[config.mk]
export PLATFORM = sky130hd
export DESIGN_NAME = packet_splitter_var
export DESIGN_NICKNAME = d
export VERILOG_FILES = /design/src/rtl/packet_splitter_var.sv
export SDC_FILE = /design/constraint.sdc
export NUM_CORES = 1
export LEC_CHECK = 0
export ABC_AREA = 1
export BUFFER_PORTS_ARGS = -buffer_cell sky130_fd_sc_hd__clkbuf_2
export CAP_MARGIN = 15
export CORE_ASPECT_RATIO = 0.5
export CORE_MARGIN = 2
export CORE_UTILIZATION = 30
export CTS_CLUSTER_DIAMETER = 80
export DETAILED_ROUTE_END_ITERATION = 8
export PLACE_DENSITY = 0.44
export SYNTH_ARGS = -nofsm -noshare
export SYNTH_HDL_FRONTEND = slang
export SYNTH_SLANG_ARGS = --single-unit
[constraint.sdc]
create_clock -name clk -period 3.03 [get_ports clk]
set_input_delay 0.4545 -clock clk [delete_from_list [all_inputs] [get_ports clk]]
set_output_delay 0.4545 -clock clk [all_outputs]
set_load 0.05 [all_outputs]
[src/rtl/packet_splitter_var.sv]
// packet_splitter_var
//   Width converter: each accepted input word carries 1..SEGMENT_COUNT valid
//   segments, which are appended to a shift-register buffer and drained one
//   segment per pop, each tagged with a packet-end marker.
//
// Ports
//   clk, rst_n          clock (rising edge), asynchronous active-low reset
//   in_full             buffer cannot take a full word this cycle
//   in_shift/in_data    offer an input word
//   in_count/in_end     valid segment count, last valid segment ends packet
//   out_pop             consume head segment
//   out_nempty          head segment valid
//   out_data/out_end    head segment and its packet-end marker
//   fill                buffered segment count
//   pkt_count           buffered end markers
//   err_overflow        sticky: word offered while in_full
//   err_count           sticky: accepted word had an illegal in_count
module packet_splitter_var #(
  parameter int SEGMENT_SIZE    = 4,
  parameter int SEGMENT_COUNT   = 2,
  parameter int BUFFER_SEGMENTS = SEGMENT_COUNT * 2 + 2,
  parameter int MSB_FIRST       = 0
) (
  input  logic                                   clk,
  input  logic                                   rst_n,
  output logic                                   in_full,
  input  logic                                   in_shift,
  input  logic [SEGMENT_SIZE*SEGMENT_COUNT-1:0]  in_data,
  input  logic [$clog2(SEGMENT_COUNT+1)-1:0]     in_count,
  input  logic                                   in_end,
  input  logic                                   out_pop,
  output logic                                   out_nempty,
  output logic [SEGMENT_SIZE-1:0]                out_data,
  output logic                                   out_end,
  output logic [$clog2(BUFFER_SEGMENTS+1)-1:0]   fill,
  output logic [$clog2(BUFFER_SEGMENTS+1)-1:0]   pkt_count,
  output logic                                   err_overflow,
  output logic                                   err_count
);

  localparam int WORD_W = SEGMENT_SIZE * SEGMENT_COUNT;
  localparam int CNT_W  = $clog2(SEGMENT_COUNT + 1);
  localparam int FILL_W = $clog2(BUFFER_SEGMENTS + 1);
  localparam logic [FILL_W-1:0] FULL_LIMIT = FILL_W'(BUFFER_SEGMENTS - SEGMENT_COUNT);
  localparam logic [FILL_W-1:0] FILL_ONE   = FILL_W'(1);
  localparam logic [CNT_W-1:0]  MAX_COUNT  = CNT_W'(SEGMENT_COUNT);

  logic [SEGMENT_SIZE-1:0]    data_q [BUFFER_SEGMENTS];
  logic [SEGMENT_SIZE-1:0]    data_d [BUFFER_SEGMENTS];
  logic [BUFFER_SEGMENTS-1:0] end_q;
  logic [BUFFER_SEGMENTS-1:0] end_d;
  logic [FILL_W-1:0]          fill_q, fill_d;
  logic [FILL_W-1:0]          pkt_q, pkt_d;
  logic                       err_ovf_q, err_ovf_d;
  logic                       err_cnt_q, err_cnt_d;

  logic                       full_s;
  logic                       pop_s;
  logic                       accept_s;
  logic                       count_ok_s;
  logic [CNT_W-1:0]           n_s;
  logic [FILL_W-1:0]          base_s;
  logic [SEGMENT_SIZE-1:0]    seg_s [SEGMENT_COUNT];
  logic [SEGMENT_SIZE-1:0]    shd_data_s [BUFFER_SEGMENTS];
  logic [BUFFER_SEGMENTS-1:0] shd_end_s;

  // Handshake decode; in_full looks only at registered fill.
  always_comb begin
    full_s     = (fill_q > FULL_LIMIT);
    pop_s      = out_pop && (fill_q != {FILL_W{1'b0}});
    accept_s   = in_shift && !full_s;
    count_ok_s = (in_count != {CNT_W{1'b0}}) && (in_count <= MAX_COUNT);
    n_s        = (accept_s && count_ok_s) ? in_count : {CNT_W{1'b0}};
    // Pop is applied before the write, so new segments land one slot lower.
    base_s     = fill_q - (pop_s ? FILL_ONE : {FILL_W{1'b0}});
  end

  // Slice the input word into segments in output order.
  always_comb begin
    for (int j = 0; j < SEGMENT_COUNT; j++) begin
      if (MSB_FIRST != 0) begin
        seg_s[j] = in_data[WORD_W-1-j*SEGMENT_SIZE -: SEGMENT_SIZE];
      end else begin
        seg_s[j] = in_data[j*SEGMENT_SIZE +: SEGMENT_SIZE];
      end
    end
  end

  // Buffer contents after an optional pop; the vacated top entry is cleared.
  always_comb begin
    for (int i = 0; i < BUFFER_SEGMENTS - 1; i++) begin
      shd_data_s[i] = pop_s ? data_q[i+1] : data_q[i];
      shd_end_s[i]  = pop_s ? end_q[i+1]  : end_q[i];
    end
    shd_data_s[BUFFER_SEGMENTS-1] = pop_s ? {SEGMENT_SIZE{1'b0}} : data_q[BUFFER_SEGMENTS-1];
    shd_end_s[BUFFER_SEGMENTS-1]  = pop_s ? 1'b0 : end_q[BUFFER_SEGMENTS-1];
  end

  // Overlay the accepted segments at base_s .. base_s+n_s-1.
  always_comb begin
    logic                    sel;
    logic                    hit;
    logic [SEGMENT_SIZE-1:0] wr_data;
    logic                    wr_end;
    for (int i = 0; i < BUFFER_SEGMENTS; i++) begin
      hit     = 1'b0;
      wr_data = {SEGMENT_SIZE{1'b0}};
      wr_end  = 1'b0;
      for (int j = 0; j < SEGMENT_COUNT; j++) begin
        sel     = (j < int'(n_s)) && ((int'(base_s) + j) == i);
        hit     = hit | sel;
        wr_data = sel ? seg_s[j] : wr_data;
        // Only the last written segment carries in_end.
        wr_end  = sel ? ((j == int'(n_s) - 1) ? in_end : 1'b0) : wr_end;
      end
      data_d[i] = hit ? wr_data : shd_data_s[i];
      end_d[i]  = hit ? wr_end  : shd_end_s[i];
    end
  end

  // Occupancy, packet count and sticky error next-state.
  always_comb begin
    fill_d = fill_q + FILL_W'(n_s) - (pop_s ? FILL_ONE : {FILL_W{1'b0}});
    if ((accept_s && count_ok_s && in_end) && !(pop_s && end_q[0])) begin
      pkt_d = pkt_q + FILL_ONE;
    end else if (!(accept_s && count_ok_s && in_end) && (pop_s && end_q[0])) begin
      pkt_d = pkt_q - FILL_ONE;
    end else begin
      pkt_d = pkt_q;
    end
    err_ovf_d = err_ovf_q | (in_shift && full_s);
    err_cnt_d = err_cnt_q | (accept_s && !count_ok_s);
  end

  // State registers with asynchronous clear.
  always_ff @(posedge clk or negedge rst_n) begin
    if (!rst_n) begin
      for (int i = 0; i < BUFFER_SEGMENTS; i++) begin
        data_q[i] <= {SEGMENT_SIZE{1'b0}};
      end
      end_q     <= {BUFFER_SEGMENTS{1'b0}};
      fill_q    <= {FILL_W{1'b0}};
      pkt_q     <= {FILL_W{1'b0}};
      err_ovf_q <= 1'b0;
      err_cnt_q <= 1'b0;
    end else begin
      for (int i = 0; i < BUFFER_SEGMENTS; i++) begin
        data_q[i] <= data_d[i];
      end
      end_q     <= end_d;
      fill_q    <= fill_d;
      pkt_q     <= pkt_d;
      err_ovf_q <= err_ovf_d;
      err_cnt_q <= err_cnt_d;
    end
  end

  assign in_full      = full_s;
  assign out_nempty   = (fill_q != {FILL_W{1'b0}});
  assign out_data     = data_q[0];
  assign out_end      = end_q[0];
  assign fill         = fill_q;
  assign pkt_count    = pkt_q;
  assign err_overflow = err_ovf_q;
  assign err_count    = err_cnt_q;

endmodule

## After elaboration in Yosys (flattened, before gate mapping)

Cells that the tools add are included.

- $add $sub $neg: 7
- Reductions and logical operators: 38
- Bitwise logic cells: 8
- Order comparisons: 4
- Muxes and demuxes: 54
- Eq/ne operators: 11

Operators with widths:

| cell | number |
|---|---|
| $logic_not A32 Y1 | 3 |
| $mux W4 | 24 |
| $eq A32 B3 Y1 const B | 2 |
| $eq A2 B32 Y1 const A | 1 |
| $eq A32 B2 Y1 const B | 1 |
| $eq A32 B4 Y1 const B | 1 |
| $mux W1 | 27 |
| $logic_and A1 B1 Y1 | 22 |
| $reduce_bool A2 Y1 | 8 |
| $eq A3 B3 Y1 const B | 4 |
| $or A1 B1 Y1 | 8 |
| $mux W3 | 2 |
| $add A3 B1 Y4 const B | 1 |
| $eq A4 B3 Y1 const B | 1 |
| $logic_not A1 Y1 | 4 |
| $lt A1 B2 Y1 const A | 2 |
| $add A3 B1 Y3 const B | 1 |
| $add A3 B2 Y3 | 1 |
| $eq A3 B2 Y1 const B | 1 |
| $gt A3 B3 Y1 const B | 1 |
| $reduce_bool A3 Y1 | 1 |
| $sub A2 B1 Y3 const B | 1 |
| $sub A3 B1 Y3 | 1 |
| $sub A3 B1 Y3 const B | 1 |
| other kinds (3) | 3 |

- Output and inout bits: 15
- Input bits: 15
- Register bits: 38

## Depth between registers and ports, before layout

- Depth after elaboration: 11
- Mapped depth: 18

## Worst setup path before layout

No wires, ideal clock.

- Kind: register to register
- From: register fill_q[2] (netlist: fill[2])
- To: register data_q[4] (netlist name)
- Path buffers: 1
- Clock period less this slack: 3.180 ns
- Stages on the path, launching flop included: 16
- Arrival time: 3.064 ns
- Path slack: -0.150 ns
- Cells stage by stage: dfrtp_1 > inv_2 > nand2_1 > nand2_2 > inv_1 > buf_2 > ha_1 > ha_1 > nor2_1 > nand2_4 > nor2_2 > nor2_4 > nand2_4 > clkinv_2 > nand2_1 > nand2_1

- Elaborated cells between the ends (all ways): 21
- Classes of those cells: add/sub: 2; order compare: 3; eq/ne: 2; mux: 5; bitwise: 1; reduce/logical: 8

RTL lines:

| item | line | RTL |
|---|---|---|
| start: declaration | 52 | `logic [FILL_W-1:0] fill_q, fill_d;` |
| start signal: assignment | 142 | `fill_q <= {FILL_W{1'b0}};` |
| start signal: assignment | 151 | `fill_q <= fill_d;` |
| $reduce_bool A3 Y1 (*) | - |  |
| via out_nempty | 32 | `output logic out_nempty,` |
| $logic_and A1 B1 Y1 (*) | 70 | `pop_s = out_pop && (fill_q != {FILL_W{1'b0}});` |
| $mux W1 | 75 | `base_s = fill_q - (pop_s ? FILL_ONE : {FILL_W{1'b0}});` |
| $sub A3 B3 Y3 | 75 |  |
| $add A3 B1 Y4 or $eq A3 B3 Y1 (tied branches) | 110 | `sel = (j < int'(n_s)) && ((int'(base_s) + j) == i);` |
| $eq A32 B4 Y1 or $logic_and A1 B1 Y1 (tied branches) | 110 |  |
| $logic_and A1 B1 Y1 or $mux W4 (tied branches) | 110, 112 |  |
| $mux W4 or $or A1 B1 Y1 (tied branches) | 112, 111 |  |
| $mux W4 or $reduce_bool A2 Y1 (tied branches) | - |  |
| end signal: indexed assignment | 139 | `data_q[i] <= {SEGMENT_SIZE{1'b0}};` |
| end signal: indexed assignment | 148 | `data_q[i] <= data_d[i];` |
| end: declaration | 48 | `logic [SEGMENT_SIZE-1:0] data_q [BUFFER_SEGMENTS];` |

Mark *: on every way through the listed nets, which the timed path passes. The rest lies on a longest branch.
A chain may end at the register's enable or synchronous reset.

## Worst setup path in the final report

- From: register fill_q[0] (netlist: fill[0])
- To: register data_q[4] (netlist name)

- Longest elaborated chain between the ends: 10
- Elaborated cells between the ends (all ways): 21
- Classes of those cells: add/sub: 2; order compare: 3; eq/ne: 2; mux: 5; bitwise: 1; reduce/logical: 8

Ends and longest elaborated chain:

| item |
|---|
| parallel branches: the longest is 10 deep, another holds $add A3 B1 Y4 |

Parallel ways; which one is timed is not known.

==> results by group <==
Clock network
  – H-tree depth: 2
  – Clock sinks: 38
  – Post-CTS setup buffers: 0
  – Post-CTS resize count: 0
  – Clock tree from TritonCTS: done
  – Clk pin slew, worst setup/hold paths: 0.06 ns
  – Clock root cell: clkbuf_16
  – Insertion delay to the later sink of the worst-skew pair: 0.29 ns
  – CTS buffer count: 5
  – Clock buffer depth: 2
  – Post-CTS Hold Fix Bufs: 0

Logic synthesis
  – Simple-gate share of the synthesized area: 42.00%
  – Post-synthesis mux area share: 0.4375%
  – Number of distinct library cells after synthesis: 32
  – Synth Area in Compound Gates: 6.125%
  – Syn nets: 365
  – Mean Syn Cell Area: 7.525 um^2
  – Register area share after synthesis: 36.95%
  – Main combinational cell family by area after synthesis: simple AND/OR/NAND/NOR gates
  – Mapped cell area: 2574 um^2
  – Dominant cell by count in the synthesized netlist: nand2_1
  – Commonest cells in the netlist: nand2_1, nor2_1, dfrtp_1
  – Ys flop type: dfrtp_1
  – Yosys top cell area share: 36.95%
  – Ys Warns: 0
  – Synthesized instance count: 342
  – Yosys reg bits: 38
  – Yosys top cell by area: dfrtp_1
  – Post-Synth XOR/XNOR Area: roughly 1.4%
  – Number of synthesized flops with an enable pin: 0
  – Largest cells by area after synthesis: dfrtp_1, nand2_1, nor2_1, inv_1, nand3_1
  – FFs w/ async S/R, synth: 100.0%
  – Synth Area in Adders: under 10%

Placed design
  – Port Buffers: 29
  – Placed instance area: 2806 um^2
  – Dpl ws: approximately 0.64 ns
  – Global placement routability congestion: between 0.8 and 0.9
  – DPL Wire Length: 5.259 mm
  – Placed Instances: around 480

Power and ir drop
  – Peak supply drop: 0.2730 mV
  – Leakage: 1.564 nW
  – Power per cell area: slightly above 900 nW/um^2

Layout
  – Layout area overhead: 15.85%
  – Non-filler cells, final: 485
  – Layout cells sized above 1: 21.98%
  – # fillers: 885
  – Final design instance area without fill: 2982 um^2
  – Post-layout nets: 395
  – N_diodes: 0
  – Final Core Density: 36.48%

Floorplan
  – Rows: 23
  – Core area: 8173 um^2
  – # IOs: 30
  – Die span in y: a little under 70 um
  – Die area: 9381 um^2
  – Die Wd: between 100 and 150 um
  – Starting density of the core: 31.49%

Worst setup path
  – Critical Path Fanout Max: 6
  – Setup crit start kind: register
  – CP top delay family: simple AND/OR/NAND/NOR gates
  – R2r worst-path depth: 15
  – Critical path cell sequence: nor2_1 > nand2_2 > nand2_2 > inv_1 > ha_1 > ha_1 > nand2_1 > inv_1 > nand2_1 > nor2_1 > nor2_4 > nand2_4 > clkinv_2 > nand2_1 > nand2_1
  – Critical Path Sink Type: register
  – Crit-path max cell delay: about 0.45 ns
  – Crit path kind: register to register
  – Crit path required time: 3.20 ns
  – CP most frequent cell: nand2_1
  – Slowest-stage cell, CP: dfrtp_1
  – Crit path depth: 15
  – Buf/Inv on CP: 3
  – CP arrival: ~2.6 ns

GRT
  – Global route overflow: 0
  – Met3 global-route usage: 3.655%
  – Met2 Use GR: between 20% and 30%
  – Largest net degree at the start of global routing: 39
  – GR Util met1: 25.45%
  – First-pass GRT wire length: 12.00 mm
  – Busiest layer in global routing: met1
  – Vias in the first global route: 2,348
  – Initial antenna violation count: 0
  – GRT Total Usage: 16.49%

Timing
  – Final setup violation count: 0
  – Setup TNS: 0 ns
  – Slew headroom: between 60% and 70%
  – Least-Margin Pin Slew: 0.5406 ns
  – Final period util: about 80%
  – Fmax: 412.8 MHz
  – Worst Skew: 0.007051 ns
  – Endpoints failing hold: 0
  – Period minus WS final: 2.423 ns
  – Slew Viols, Final: 0
  – Final setup margin: 0.6074 ns
  – RSZ-0062 raised after global routing: false

Drt
  – Via count: roughly 2.2k
  – DR WL/cell: 13.95 um
  – Antenna viol nets, final: 0
  – Vias per Instance: 4.487
  – Pre-antenna DRT Iters: 4
  – Starting DRT DRC Count: 141
  – Drt total wl: 6.765 mm
  – DRC violations left: 0

Min path
  – Worst min-delay path category: input port to async pin

Run
  – Max-Cap Viols: 0

Outcome
  – Status: completed
## area by class of cell
type | instances | area, um^2 | area share [%]
flip-flops and latches | 38 | 952.2 | 31.93
multi-input cells | 256 | 1403 | 47.04
inverters | 38 | 143.9 | 4.826
repair buffers | 33 | 195.2 | 6.546
clock buffers | 7 | 142.6 | 4.784
well taps | 112 | 140.1 | 4.700
clock inverters | 1 | 5.005 | 0.1679
## stage by stage
step                      total power, mW  hold slack (ns)
final                               2.759           0.1372
after global routing                3.001           0.1808
after CTS                           2.778           0.3693
after detailed placement            2.230           0.4664
after global placement              2.212           0.4684
after floorplan                     1.940           0.1589
## path summary, 6_finish.rpt
check | slack (ns) | start | to
max | 0.61 | fill[0]$_DFF_PN0_ | data_q[4]$_DFFE_PN0P_
min | 0.14 | rst_n | fill[1]$_DFF_PN0_
max reg2reg | 0.61 | fill[0]$_DFF_PN0_ | data_q[4]$_DFFE_PN0P_
min reg2reg | 0.48 | data_q[18]$_DFFE_PN0P_ | data_q[18]$_DFFE_PN0P_
max in group asynchronous | 2.39 | rst_n | data_q[13]$_DFFE_PN0P_
min in group clk | 0.41 | in_data[1] | data_q[1]$_DFFE_PN0P_
## flip-flops by register name (all words and copies together) (netlist names)
name and count:
data_q 20, err_count 1, err_overflow 1, end_q 6, pkt_count 3, out_data 4, fill 3
## worst reg2reg max path: cells and delay by family, from the launching register on
| kind | cells | cell delay, ns |
|---|---|---|
| fa+ha+maj | 2 | 0.51 |
| simple gates | 10 | 1.11 |
| flops | 1 | 0.45 |
| buf+inv | 3 | 0.26 |
## per-layer routing
metal  vias up  share of wire (%)
li1       1141                  -
met3         2                4.5
met2        41                 38
met5         -                  0
met1       992                 57
met4         0               0.43
## power breakdown
part	internal [mW]	leakage, nW	switching [mW]	total, mW
Sequential	0.684	0.497	0.138	0.821
Clock	0.327	0.0739	0.209	0.535
Combinational	0.410	0.993	0.993	1.40
## logic make-up after synthesis
| family | count (synthesis) |
|---|---|
| XOR/XNOR | 4 |
| multiplexers | 1 |
| flip-flops | 38 |
| AO/OA/AOI/OAI | 22 |
| adder cells (fa/ha/maj) | 8 |
| buffers and inverters | 48 |
| AND/OR/NAND/NOR | 221 |
## layout by cell type, fill, tap and decap left out, types with 7 or more instances in the layout
cell / instances
nand2_1: 102
nor3_1: 18
dfrtp_1: 37
nand3_1: 20
inv_1: 30
clkbuf_2: 29
nor2_1: 47
inv_2: 7
nand2_4: 8
(Power assumes the default switching activity.)
